`config.mk`:
```
export PLATFORM = sky130hd
export DESIGN_NAME = seg_pair_encoder
export DESIGN_NICKNAME = d
export VERILOG_FILES = /design/src/rtl/seg_pair_encoder.sv
export SDC_FILE = /design/constraint.sdc
export NUM_CORES = 1
export LEC_CHECK = 0
export ABC_AREA = 0
export CAP_MARGIN = 20
export CORE_ASPECT_RATIO = 2
export CORE_MARGIN = 8
export CORE_UTILIZATION = 50
export CTS_BUF_LIST = sky130_fd_sc_hd__clkbuf_16
export DETAILED_ROUTE_END_ITERATION = 6
export GPL_TIMING_DRIVEN = 0
export PLACE_DENSITY_LB_ADDON = 0.08
export SYNTH_ARGS = -nofsm -noshare
export SYNTH_HDL_FRONTEND = slang
export SYNTH_SLANG_ARGS = --single-unit
```
`constraint.sdc`:
```
create_clock -name clk -period 2.6 [get_ports clk]
set_input_delay 0.52 -clock clk [delete_from_list [all_inputs] [get_ports clk]]
set_output_delay 0.52 -clock clk [all_outputs]
set_load 0.005 [all_outputs]
```
`src/rtl/seg_pair_encoder.sv`:
```
// seg_pair_encoder
//   Converts a 7-bit binary value to two seven-segment digits (tens, ones).
//   A bit-serial double-dabble engine builds the BCD digits. The result is then
//   encoded and held in a register that feeds the two-digit display multiplexer.
//
//   Parameter
//     SEG_INVERT  0: segments are active-high; 1: every output bit is inverted
//                 (common-anode displays)
//   Optional build macro
//     LEADING_ZERO_BLANK_EN  blanks the tens digit when it is 0 and err is 0
//   Ports
//     clk       rising-edge clock
//     rst       synchronous reset, active low
//     start     conversion request (only taken in IDLE)
//     value     binary value, latched together with start
//     busy      high while a conversion is running
//     done      one-cycle pulse when both7seg is updated
//     err       the last accepted value was > 99 (held until the next result)
//     both7seg  [13:7] tens digit, [6:0] ones digit, bit order a..g = 6..0
module seg_pair_encoder #(
  parameter bit SEG_INVERT = 1'b0
) (
  input  logic        clk,
  input  logic        rst,
  input  logic        start,
  input  logic [6:0]  value,
  output logic        busy,
  output logic        done,
  output logic        err,
  output logic [13:0] both7seg
);

  typedef enum logic [1:0] {IDLE, CONV, ENC} state_t;

  localparam logic [13:0] INV_MASK = {14{SEG_INVERT}};

  state_t      state;
  logic [6:0]  shreg;
  logic [6:0]  val_lat;
  logic [7:0]  bcd;
  logic [2:0]  cnt;

  logic [3:0]  ones_adj;
  logic [2:0]  tens_adj_lo;
  logic [13:0] pat;

  function automatic logic [6:0] digit_seg(input logic [3:0] d);
    case (d)
      4'd0:    digit_seg = 7'h7E;
      4'd1:    digit_seg = 7'h30;
      4'd2:    digit_seg = 7'h6D;
      4'd3:    digit_seg = 7'h79;
      4'd4:    digit_seg = 7'h33;
      4'd5:    digit_seg = 7'h5B;
      4'd6:    digit_seg = 7'h5F;
      4'd7:    digit_seg = 7'h70;
      4'd8:    digit_seg = 7'h7F;
      4'd9:    digit_seg = 7'h7B;
      default: digit_seg = 7'h00;
    endcase
  endfunction

  // Double-dabble add-3 correction.  The tens nibble's MSB is shifted out
  // by the following left shift, so only its low 3 bits are kept; those
  // depend only on the low 3 bits of the operands.
  always_comb begin
    ones_adj    = (bcd[3:0] >= 4'd5) ? bcd[3:0] + 4'd3 : bcd[3:0];
    tens_adj_lo = (bcd[7:4] >= 4'd5) ? bcd[6:4] + 3'd3 : bcd[6:4];
  end

  // Display pattern, before the inversion mask is applied.
  always_comb begin
    pat = {digit_seg(bcd[7:4]), digit_seg(bcd[3:0])};
`ifdef LEADING_ZERO_BLANK_EN
    if (bcd[7:4] == 4'd0) pat[13:7] = 7'h00;
`else
`endif
    // Out-of-range values show a dash on both digits.
    if (val_lat > 7'd99) pat = {7'h01, 7'h01};
  end

  always_ff @(posedge clk) begin
    if (!rst) begin
      state    <= IDLE;
      shreg    <= '0;
      val_lat  <= '0;
      bcd      <= '0;
      cnt      <= '0;
      busy     <= 1'b0;
      done     <= 1'b0;
      err      <= 1'b0;
      both7seg <= INV_MASK;
    end else begin
      case (state)
        IDLE: begin
          done <= 1'b0;
          if (start) begin
            shreg   <= value;
            val_lat <= value;
            bcd     <= '0;
            cnt     <= '0;
            busy    <= 1'b1;
            state   <= CONV;
          end
        end
        CONV: begin
          // Shift {bcd, shreg} left by one after the add-3 correction.
          bcd   <= {tens_adj_lo, ones_adj, shreg[6]};
          shreg <= {shreg[5:0], 1'b0};
          cnt   <= cnt + 3'd1;
          if (cnt == 3'd6) state <= ENC;
        end
        ENC: begin
          both7seg <= pat ^ INV_MASK;
          err      <= (val_lat > 7'd99);
          done     <= 1'b1;
          busy     <= 1'b0;
          state    <= IDLE;
        end
        default: state <= IDLE;
      endcase
    end
  end

endmodule

```
==> flow_summary.toml <==
[setup_path]
crit_chain = "inv_1 -> ha_1 -> nand2b_1 -> or4b_1 -> a21oi_2 -> inv_1 -> ha_1 -> a31oi_1 -> a311oi_1"
critical_path.startpoint_type = "flip-flop"
crit_path_top_delay_cell = "or4b_1"
slowest_delay_ps = 510
cp.arrival_ps = 2590
worst-endpoint-required_ps = 2750
cp-end-kind = "flip-flop"
timing_worst_setup_path_type = "reg -> reg"
crit_fanout = 5
crit_family = "simple AND/OR/NAND/NOR gates"
crit_buf_inv = 2

[global_route]
track_usage_pct = 15.34
grt_max_degree = 17
antenna_found_initial = 0
grt_pass1_vias = 1987
overflow = 0
grt_pass1_wl_um = 9653

[timing]
setup_viol = 0
drv_slew = 0
whs_ps = 437.2
relSlewSlack_pct = 58.34
fin_ws_ps = 158.9
fmaxAchievable_mhz = 409.6
clock_skew_ps = 4.629
rsz0062_at_grt = "no"
worstMarginPinSlew_ps = 622.0
hold_violations = 0
period_share_pct = 93.89
final.min_clock_period_ps = 2441

[yosys]
synth-seq-cells = 56
yosysTopAreaCellShare_pct = 43.12
synth_edf_count = 0
synthTopCellsByArea = "dfxtp_1, ha_1, nor2_1"
synthArstFlopShare_pct = 0
netlist_area_sq_um = 2600
synth_area_leader_cell = "dfxtp_1"
synthCells = 270
syn_area_per_cell_sq_um = 9.630
yosys_most_used_dff = "dfxtp_1"
synth_nets = 298
synth_common_cells = "dfxtp_1, nor2_1, nand2_1, ha_1"
ys_warn_count = 0
synth.most_common_cell = "dfxtp_1"
synth.distinct_cells = 59
synth_seq_area_share_pct = 43.12

[clock_network]
clock_path_buffers = 2
cts-htree-levels = 2
cts_made_buffers = 5
path_clk_slew_ps = 70
cts_hold_buffers = 0
cts_tree = "done"
clk_latency_ps = 290
cts.sinks = 56
root_buffer = "clkbuf_16"

[route]
drcViolationCount = 0
wire_per_inst_um = 16.18
routed_via_density = 5.603
ant_nets = 0
drtIter0Drc = 67
via_count = 2034
first_pass_iters = 4
wl_um = 5873

[flow_run]
maxCapViolCount = 0

[placement]
place_ws_ps = -163.0
io_buffer_count = 26
dpl.hpwl_um = 4314
place_congestion = 0.9009

[cells_and_area]
antennaDiodeCount = 0
nNetsFinal = 332
seq_area_sq_um = 1121
syn_to_final_growth_pct = 19.25
fillCellCount = 468
final_layout_size_suffix_gt1_share_pct = 11.80
multi_input_area_sq_um = 1359

[floorplanning]
die_area_sq_um = 7903
die_h_um = 118.0
ios = 27
core-area_sq_um = 5092
initial_utilization_pct = 51.06
die_x_um = 66.99
rows = 37

[worst_hold_path]
hold_class = "reg -> reg"

[power]
p_leak_nw = 1.194
ir_drop_v = 0.0004045
powerDensity_nw_per_um2 = 538.9

[run_status]
outcome = "complete, no violations"
==> worst reg2reg max path: stages (launching register included) <==
cell,delay (ps)
dfxtp_1,380
inv_1,110
ha_1,250
nand2b_1,190
or4b_1,510
a21oi_2,280
inv_1,140
ha_1,240
a31oi_1,130
a311oi_1,70
==> per-layer routing <==
metal	routed length [um]	vias up	GRT usage, %
li1	-	1031	-
met1	2397	964	16.70
met2	3198	33	27.27
met3	199	6	3.241
met4	78	0	5.534
met5	0	-	0
==> repair_timing <==
| item | 4_1_cts | 5_1_grt |
|---|---|---|
| setup buffers | 0 | 1 |
| endpoints found under the setup margin | 0 | 9 |
| resized for setup | 0 | 3 |
==> power by group <==
part	switching (mW)	internal (mW)	total [mW]
clock	0.292	0.351	0.642
sequential	0.0116	0.880	0.892
combinational	0.0789	0.0582	0.137
total	0.382	1.29	1.67
==> cell usage in the layout, fill, tap and decap left out, types with 4 or more instances in the layout <==
| cell type | n |
|---|---|
| dfxtp_1 | 56 |
| nor2_1 | 35 |
| clkdlybuf4s50_1 | 26 |
| nand2_1 | 20 |
| ha_1 | 18 |
| inv_1 | 14 |
| a22oi_1 | 13 |
| a21oi_1 | 11 |
| mux2i_1 | 9 |
| a311oi_1 | 7 |
| o22ai_1 | 5 |
| clkbuf_16 | 5 |
| buf_2 | 4 |
| inv_2 | 4 |
| o21ai_0 | 4 |
| nand4_1 | 4 |
| a31oi_1 | 4 |
==> layout make-up <==
| cell class | count | share of cell area (%) |
|---|---|---|
| clock buffer | 5 | 4.036 |
| tap | 58 | 2.341 |
| buffer | 13 | 2.462 |
| sequential | 56 | 36.16 |
| timing repair buffer | 27 | 8.636 |
| inverter | 17 | 2.058 |
| multi-input combinational | 184 | 43.83 |
| clock inverter | 3 | 0.4843 |
==> path summary, 6_finish.rpt <==
kind | from | to | slack (ps) | cells after the start
max | bcd[0] | flip-flop | 160 | 9
min | flip-flop | both7seg[7] | 440 | 2
min reg2reg | flip-flop | both7seg[7] | 440 | 2
max reg2reg | bcd[0] | flip-flop | 160 | 9
==> metrics by stage <==
stage | util (%) | power, mW | cells | area [sq um] | TNS (ps)
global placement | 57.59 | 1.046 | 354 | 2933 | -501.5
detailed placement | 57.59 | 1.048 | 354 | 2933 | -456.2
CTS | 60.34 | 1.696 | 362 | 3073 | 0
global route | 60.88 | 1.734 | 363 | 3100 | 0
floorplan | - | 0.9997 | 270 | 2600 | 0
finish | 60.88 | 1.671 | 363 | 3100 | 0
==> logic make-up (layout without fill, tap and decap cells) <==
group,count (synthesis),after routing,synth area share [%]
AO/OA/AOI/OAI,69,69,21.61
buffers and inverters,30,65,5.390
AND/OR/NAND/NOR,86,86,17.08
XOR/XNOR,2,2,0.6738
adder cells (fa/ha/maj),18,18,8.662
multiplexers,9,9,3.465
flip-flops,56,56,43.12
Power figures use the tool's default switching activity.
